### src/rtl/mem_bist_march.sv
// March-test BIST engine (MATS+ or March C-) for a single-port synchronous memory.
// Each read is checked one cycle after its strobe; results stay put until the next start.
module mem_bist_march #(
  parameter int unsigned DATA_WIDTH = 8,
  parameter int unsigned AD_WIDTH   = 4
) (
  input  logic                  clk,
  input  logic                  rst,
  input  logic                  start,
  input  logic                  mode,
  output logic [AD_WIDTH-1:0]   mem_addr,
  output logic [DATA_WIDTH-1:0] mem_wdata,
  output logic                  mem_we,
  output logic                  mem_re,
  input  logic [DATA_WIDTH-1:0] mem_rdata,
  output logic                  busy,
  output logic                  done,
  output logic                  fail,
  output logic [AD_WIDTH-1:0]   fail_addr,
  output logic [2:0]            fail_element,
  output logic [7:0]            err_count
);

  typedef enum logic [1:0] {StIdle, StRun, StDrain, StDone} state_e;

  // A two-op element is always (read val, write ~val); a one-op element is a lone read or write.
  typedef struct packed {
    logic last;
    logic down;
    logic two;
    logic rd_first;
    logic val;
  } elem_t;

  localparam logic [AD_WIDTH-1:0] AddrMax = {AD_WIDTH{1'b1}};
  localparam logic [AD_WIDTH-1:0] AddrOne = AD_WIDTH'(1);

  function automatic logic elem_down(input logic m, input logic [2:0] e);
    return m ? (e == 3'd3 || e == 3'd4) : (e == 3'd2);
  endfunction

  function automatic elem_t elem_info(input logic m, input logic [2:0] e);
    elem_t r;
    r.last     = m ? (e == 3'd5) : (e == 3'd2);
    r.down     = elem_down(m, e);
    r.two      = (e != 3'd0) && !(m && e == 3'd5);
    r.rd_first = (e != 3'd0);
    r.val      = m ? (e == 3'd2 || e == 3'd4) : (e == 3'd2);
    return r;
  endfunction

  state_e                state_q, state_d;
  logic                  mode_q, mode_d;
  logic [2:0]            elem_q, elem_d;
  logic                  op_q, op_d;
  logic [AD_WIDTH-1:0]   addr_q, addr_d;
  logic                  pend_q, pend_d;
  logic                  exp_q, exp_d;
  logic [AD_WIDTH-1:0]   cmp_addr_q, cmp_addr_d;
  logic [2:0]            cmp_elem_q, cmp_elem_d;
  logic                  fail_q, fail_d;
  logic [AD_WIDTH-1:0]   fail_addr_q, fail_addr_d;
  logic [2:0]            fail_elem_q, fail_elem_d;
  logic [7:0]            err_q, err_d;

  elem_t                 cur;
  logic                  op_rd;
  logic                  op_val;
  logic                  op_end;
  logic                  el_end;
  logic                  run;

  always_comb begin
    cur    = elem_info(mode_q, elem_q);
    op_rd  = cur.rd_first & ~op_q;
    op_val = op_q ? ~cur.val : cur.val;
    op_end = ~cur.two | op_q;
    el_end = cur.down ? (addr_q == '0) : (addr_q == AddrMax);
    run    = (state_q == StRun);
  end

  always_comb begin
    state_d     = state_q;
    mode_d      = mode_q;
    elem_d      = elem_q;
    op_d        = op_q;
    addr_d      = addr_q;
    pend_d      = 1'b0;
    exp_d       = exp_q;
    cmp_addr_d  = cmp_addr_q;
    cmp_elem_d  = cmp_elem_q;
    fail_d      = fail_q;
    fail_addr_d = fail_addr_q;
    fail_elem_d = fail_elem_q;
    err_d       = err_q;

    if (pend_q && (mem_rdata != {DATA_WIDTH{exp_q}})) begin
      if (err_q != 8'hFF) err_d = err_q + 8'd1;
      if (!fail_q) begin
        fail_d      = 1'b1;
        fail_addr_d = cmp_addr_q;
        fail_elem_d = cmp_elem_q;
      end
    end

    unique case (state_q)
      StIdle, StDone: begin
        if (start) begin
          state_d     = StRun;
          mode_d      = mode;
          elem_d      = 3'd0;
          op_d        = 1'b0;
          addr_d      = '0;
          fail_d      = 1'b0;
          fail_addr_d = '0;
          fail_elem_d = 3'd0;
          err_d       = 8'd0;
        end
      end
      StRun: begin
        pend_d     = op_rd;
        exp_d      = op_val;
        cmp_addr_d = addr_q;
        cmp_elem_d = elem_q;
        if (!op_end) begin
          op_d = 1'b1;
        end else begin
          op_d = 1'b0;
          if (!el_end) begin
            addr_d = cur.down ? addr_q - AddrOne : addr_q + AddrOne;
          end else if (cur.last) begin
            state_d = StDrain;
          end else begin
            elem_d = elem_q + 3'd1;
            addr_d = elem_down(mode_q, elem_q + 3'd1) ? AddrMax : '0;
          end
        end
      end
      StDrain: state_d = StDone;
      default: state_d = StIdle;
    endcase
  end

  always_ff @(posedge clk) begin
    if (!rst) begin
      state_q     <= StIdle;
      mode_q      <= 1'b0;
      elem_q      <= 3'd0;
      op_q        <= 1'b0;
      addr_q      <= '0;
      pend_q      <= 1'b0;
      exp_q       <= 1'b0;
      cmp_addr_q  <= '0;
      cmp_elem_q  <= 3'd0;
      fail_q      <= 1'b0;
      fail_addr_q <= '0;
      fail_elem_q <= 3'd0;
      err_q       <= 8'd0;
    end else begin
      state_q     <= state_d;
      mode_q      <= mode_d;
      elem_q      <= elem_d;
      op_q        <= op_d;
      addr_q      <= addr_d;
      pend_q      <= pend_d;
      exp_q       <= exp_d;
      cmp_addr_q  <= cmp_addr_d;
      cmp_elem_q  <= cmp_elem_d;
      fail_q      <= fail_d;
      fail_addr_q <= fail_addr_d;
      fail_elem_q <= fail_elem_d;
      err_q       <= err_d;
    end
  end

  always_comb begin
    mem_we       = run & ~op_rd;
    mem_re       = run & op_rd;
    mem_addr     = run ? addr_q : '0;
    mem_wdata    = (run & ~op_rd) ? {DATA_WIDTH{op_val}} : '0;
    busy         = run | (state_q == StDrain);
    done         = (state_q == StDone);
    fail         = fail_q;
    fail_addr    = fail_addr_q;
    fail_element = fail_elem_q;
    err_count    = err_q;
  end

endmodule

### config.mk
export PLATFORM = sky130hd
export DESIGN_NAME = mem_bist_march
export DESIGN_NICKNAME = d
export VERILOG_FILES = /design/src/rtl/mem_bist_march.sv
export SDC_FILE = /design/constraint.sdc
export NUM_CORES = 1
export LEC_CHECK = 0
export ABC_CLOCK_PERIOD_IN_PS = 6100
export CORE_ASPECT_RATIO = 1.4
export CORE_MARGIN = 4
export CORE_UTILIZATION = 54
export CTS_CLUSTER_DIAMETER = 50
export DETAILED_ROUTE_END_ITERATION = 8
export GPL_ROUTABILITY_DRIVEN = 0
export PLACE_DENSITY = 0.94
export SLEW_MARGIN = 0
export SYNTH_ARGS = -nofsm -noshare
export SYNTH_HDL_FRONTEND = slang
export SYNTH_SLANG_ARGS = --single-unit
### constraint.sdc
create_clock -name clk -period 6.1 [get_ports clk]
set_input_delay 0.915 -clock clk [delete_from_list [all_inputs] [get_ports clk]]
set_output_delay 0.915 -clock clk [all_outputs]
set_load 0.05 [all_outputs]
==> results.json <==
{
  "status": "completed",
  "grt_util_met2_pct": 35.4,
  "start_kind": "flip-flop",
  "period_minus_slack_ps": 3970,
  "drive_above_1_share_pct": 5.64,
  "finalHoldViolCount": 0,
  "r2r_cells": 6,
  "syn_to_final_growth_pct": 23.7,
  "dieArea_um2": 4710,
  "ys.flop_type": "dfxtp_1",
  "synth-edff-count": 0,
  "critPathMaxFanout": 15,
  "post_cts_resized": 0,
  "fin_nets": 290,
  "grt_busiest_layer": "met2",
  "grt_first_pass_wirelength_mm": 6.99,
  "use_met1_pct": 19.8,
  "antenna_found_initial": 0,
  "grt_max_degree": 20,
  "clockRootBuffer": "clkbuf_8",
  "first_global_vias": 1626,
  "clkTransAtPathRegs_ps": 70,
  "worstPathArrival_ps": 3060,
  "slew_headroom_pct": 50.1,
  "port-buffer-count": 43,
  "wl_per_cell_um": 13.9,
  "fp.dieW_um": 59.2,
  "max_cap_viol_count": 0,
  "max-vdd-ir-drop_v": 0.000250,
  "critPathKind": "reg -> out",
  "setup_violations": 0,
  "synth_seq_area_share_pct": 36.4,
  "critical_path_required_ps": 5180,
  "fin_cells": 306,
  "hold_end": "cmp_elem_q[2]",
  "nFillCells": 272,
  "postCtsSetupRepairBufs": 0,
  "viasPerCell": 5.64,
  "ant_nets": 0,
  "tightest_slew_ps": 746,
  "fin_skew_ps": 2.16,
  "rsz0062_at_grt": "no",
  "totalWireLength_mm": 4.26,
  "p_leak_uw": 0.000898,
  "remaining_drc_errors": 0,
  "fin_crit_sh_pct": 65.1,
  "htree_levels": 2,
  "timing.rr.start": "state_q[0]",
  "min-delay-start": "cmp_elem_q[2]",
  "synth-seq-cells": 36,
  "rrSetupSlack_ps": 3510,
  "hold_class": "reg -> reg",
  "clock_latency_ps": 290,
  "num_vias": 1727,
  "rows": 25,
  "crit_chain": "ha_1, clkinv_1, nor2_1, clkdlybuf4s50_1",
  "crit_path_end_kind": "output pin",
  "syn_avg_cell_area_um2": 8.60,
  "async_reset_ff_share_pct": 0,
  "grt-ovfl-total": 0,
  "clockBufferDepth": 2,
  "synth.distinct_cells": 46,
  "timing.rr.end": "addr_q[0]",
  "cts.sinks": 36,
  "grt_use_met3_pct": 4.37,
  "drv_slew": 0,
  "setup_tns_ps": 0,
  "fp.dieH_um": 79.6,
  "slowest_delay_ps": 900,
  "cts_buffers": 5,
  "drt_first_pass_iters": 4,
  "num_antenna_cells": 0,
  "whs_path_depth": 2,
  "fmax_ghz": 0.252,
  "placed_cells": 299,
  "ios": 44,
  "cts_hold_buf": 0,
  "dpl.hpwl_mm": 3.18,
  "initial_core_util_pct": 57.5,
  "netlist_area_um2": 1980,
  "slowest_stage": "clkdlybuf4s50_1",
  "synth.net_count": 254,
  "synth_cells": 230,
  "drtIter0Drc": 88,
  "ys_warn_count": 0,
  "tritoncts": "done",
  "power.density_nw_per_um2": 266,
  "fp.coreArea_um2": 3440,
  "grt_usage_pct": 19.1
}
## cell type report
class	count	area, um^2	share of cell area [%]
inverter	15	56.3	2.30
clock buffer	6	72.6	2.97
clock inverter	1	5.00	0.204
tap	40	50.0	2.04
multi-input combinational	165	1110	45.4
sequential	36	721	29.4
timing repair buffer	43	430	17.6
## logic make-up after synthesis
kind of cell             Yosys count  synth area share, %
flip-flops                        36                 36.4
AND/OR/NAND/NOR                   89                 21.5
buffers and inverters             29                 7.34
multiplexers                      15                 7.59
XOR/XNOR                           7                 3.10
adder cells (fa/ha/maj)           12                 7.97
AO/OA/AOI/OAI                     42                 16.1
## worst max-delay path, delay by kind of cell (launching register included)
kind,cells,cell delay [ps]
buffers and inverters,2,1360
adder cells (fa/ha/maj),1,550
AND/OR/NAND/NOR,1,460
flip-flops,1,390
## worst max-delay path by stage
stage / from / endpoint / slack, ps / cells past startpoint
2_1_floorplan: elem_q[0] / mem_wdata[1] / 2940 / 7
3_3_place_gp: state_q[0] / mem_wdata[7] / 2550 / 4
3_5_place_dp: state_q[0] / mem_wdata[1] / 2450 / 4
4_1_cts: state_q[0] / mem_wdata[1] / 2120 / 4
5_1_grt: state_q[0] / mem_wdata[2] / 1920 / 4
6_report: state_q[0] / mem_wdata[1] / 2130 / 4
## cell usage in the layout, fill, tap and decap left out, types with 2 or more instances in the layout
master / instances
clkinv_1: 2
dfxtp_1: 36
nand4_1: 6
o21ai_0: 3
a211o_2: 3
mux2i_1: 15
nand2_1: 13
and4_1: 2
ha_1: 11
and3_1: 4
a21oi_1: 14
nor2_1: 36
xnor2_1: 4
and2_1: 5
inv_1: 13
xor2_1: 3
nand3_1: 7
nor4_1: 2
a31oi_1: 3
nand2b_1: 3
a211oi_1: 4
or3_1: 2
clkbuf_8: 5
o211a_1: 2
clkdlybuf4s50_1: 43
nor3_1: 6
## report_power, final
part / leakage, uW / switching, uW / internal, uW / total, uW
sequential: 0.000291 / 11.6 / 245 / 257
combinational: 0.000567 / 157 / 76.1 / 233
clock: 0.0000410 / 82.5 / 77.6 / 160
total: 0.000898 / 251 / 399 / 650
## Yosys cell counts (3+ instances only)
library cell | number | area share [%]
dfxtp_1 | 36 | 36
nor2_1 | 36 | 6.8
mux2i_1 | 15 | 7.6
a21oi_1 | 14 | 3.5
inv_1 | 13 | 2.5
nand2_1 | 13 | 2.5
ha_1 | 11 | 7.0
buf_4 | 7 | 2.7
nand3_1 | 7 | 1.8
nand4_1 | 6 | 1.9
nor3_1 | 6 | 1.5
and2_1 | 5 | 1.6
a211oi_1 | 4 | 1.5
and3_1 | 4 | 1.3
xnor2_1 | 4 | 1.8
a211o_2 | 3 | 1.5
a31oi_1 | 3 | 0.95
clkbuf_1 | 3 | 0.57
nand2b_1 | 3 | 0.95
o21ai_0 | 3 | 0.76
xor2_1 | 3 | 1.3
## through the flow
stage	hold WS [ps]	util (%)	total power (uW)	cell area [um^2]	worst slack, ps
finish	503	71.1	650	2450	2130
global route	539	71.1	683	2450	1920
CTS	508	71.1	652	2450	2120
detailed placement	491	68.9	494	2370	2450
global placement	474	68.9	489	2370	2550
floorplan	460	-	437	1980	2940
## per-layer routing
| layer | routed length [um] | vias up |
|---|---|---|
| met4 | 65 | 0 |
| met5 | 0 | - |
| li1 | - | 864 |
| met2 | 2290 | 49 |
| met3 | 177 | 6 |
| met1 | 1730 | 808 |
## sequential cells by signal (all words and copies together), names as in the netlist, 2 cells and up
register,cells
err_count,8
addr_q,4
cmp_addr_q,4
elem_q,3
fail_element,3
cmp_elem_q,3
state_q,2
fail_addr,4
No activity file was read; power rests on OpenSTA's default activity.
==> RTL change (same settings) <==
Make the reset (`rst`) asynchronous in one clocked block.
--- a/src/rtl/mem_bist_march.sv
+++ b/src/rtl/mem_bist_march.sv
@@ -141,7 +141,7 @@
     endcase
   end
 
-  always_ff @(posedge clk) begin
+  always_ff @(posedge clk or negedge rst) begin
     if (!rst) begin
       state_q     <= StIdle;
       mode_q      <= 1'b0;
Behaviour: differs if rst is asserted again (counterexample within 4 cycles, from zero or initial values and one cycle with rst low); with rst held inactive, the same outputs for 10 cycles.
==> RTL change against the unedited design <==
- routed wire length is 14% higher
- count of clock-buffer cells in the layout up 1
- register-to-register slack got worse by 0.16 ns
- worst setup slack better by 0.14 ns
- worst hold slack got worse by 0.017 ns
- die area grew 8.7%
- fmax is 3.8% higher
- synthesized area increased by 9.9%
- clock skew up 0.0027 ns
- design area up 11%
- global-route usage is 2.4 points higher
- sequential cell count unchanged
- critical path type unchanged
- critical endpoint is now mem_wdata[5]
Power is not compared: it rests on default switching activity, and its combinational part moved more than twofold at a synthesized area within 25%.
==> RTL change: results (changes against the unedited design) <==
metric;value;unit;change
syn-num-nets;244;;-3.9%
grt_usage;21.5;%;+2.4 points
reg2reg_from;state_q[1];;
drive_above_1_share;9.96;%;+4.3 points
numPortBuffers;43;;unchanged
r2r_setup_slack;3.35;ns;-0.16 ns
place_hpwl;3.58;mm;+13%
largest_reg_flops;8;;unchanged
hold_depth;1;;-1
cts_max_level;2;;unchanged
synthTopCellsByCount;dfrtp_1, nor2_1, mux2i_1, nand2_1;;
async_reset_ff_share;100;%;+100 points
slew_headroom;44.8;%;-5.3 points
insertion_delay;0.29;ns;about the same
drtPass1Iterations;4;;unchanged
power_switching;0.630;mW;
outcome;completed;;
worstPathMaxFanout;14;;-1
yosysWarnings;0;;unchanged
worst_r2r_endpoint;addr_q[0];;
finalNonFillerCells;304;;-0.65%
grt_pass1_vias;1842;;+13%
use_met1;26.7;%;+6.8 points
pwr.group.clock;0.229;mW;
gr-usage-met2;35.0;%;-0.41 points
r2r_cells;7;;+1
antenna_found_initial;0;;unchanged
use_met3;5.13;%;+0.76 points
skew;0.00490;ns;+0.00275 ns
worstPathArrival;2.91;ns;-0.15 ns
hold_path_class;reg -> reg;;
yosysUniqueCellTypes;48;;+4.3%
yosysSeqAreaShare;41.4;%;+5.0 points
avgSynthCellArea;9.88;um2;+15%
clk_pin_slew;0.07;ns;about the same
dr.first_iter.drc_count;41;;-53%
nets;284;;-2.1%
synth_area_leaders;dfrtp_1, mux2i_1, ha_1, nor2_1, mux2_2;;
ant_nets;0;;unchanged
cp-start-kind;register;;
grt_max_degree;37;;+85%
met1_length;2.00;mm;+16%
met2WireLength;2.45;mm;+7.1%
wl;4.87;mm;+14%
fillers;300;;+10%
routed.top_layer;met4;;
post_cts_resized;0;;unchanged
combinationalPowerShare;56.1;%;
via_per_inst;5.87;;+4.0%
holdPathEnd;cmp_addr_q[1];;
cp-endpoint;mem_wdata[5];;
leakage;1.28;nW;
cts_setup_buffers;0;;unchanged
min-delay-start;cmp_addr_q[1];;
cts.root.buffer_cell;clkbuf_8;;
ir_drop;450;uV;
n_antenna_cell;0;;unchanged
grt_pass1_wl;8.41;mm;+20%
route.met3.wl;299;um;+69%
cts_buffers;5;;unchanged
[RTL change: cell types whose count changed in the layout (fill, tap and decap cells not counted), moves of 4 or more]
cell     delta
nor3_1      -4
dfxtp_1    -36
dfrtp_1    +36
a21o_1      +5
nand3_1     +6
mux2_2      +6
nor2_1     -14
a21oi_1     -9
[RTL change: area by class of cell]
class                           count  share of cell area [%]
Timing Repair Buffer               45                    16.4
Tap cell                           43                    1.98
Multi-Input combinational cell    158                    42.0
Clock buffer                        7                    3.54
Sequential cell                    36                    33.1
Clock inverter                      1                    1.10
Inverter                           14                    1.93
[RTL change: worst max-delay path, cell delays in order, from the launching register on]
cell and delay (ns):
dfrtp_1 0.40, inv_1 0.08, ha_1 0.48, inv_1 0.34, nor2_1 0.20, and2_1 0.26, clkdlybuf4s50_1 0.85
[RTL change: kinds of logic (layout without fill, tap and decap cells)]
kind of cell / Yosys count / in the layout / synth area share (%)
compound gates: 38 / 38 / 13.6
mux: 22 / 22 / 10.5
xor+xnor: 3 / 3 / 1.21
fa+ha+maj: 12 / 12 / 7.25
buf+inv: 26 / 67 / 5.98
simple gates: 83 / 83 / 20.1
flops: 36 / 36 / 41.4
[RTL change: through the flow]
step                setup WS [ns]  instance area (um2)  hold slack, ns  total power [mW]  utilization [%]
CTS                          2.24                 2720           0.489              1.37             69.5
global route                 2.00                 2720           0.520              1.45             69.5
finish                       2.27                 2720           0.487              1.36             69.5
floorplan                    2.56                 2170           0.453             0.939                -
global placement             2.69                 2600           0.473              1.10             66.3
detailed placement           2.58                 2600           0.473              1.13             66.3
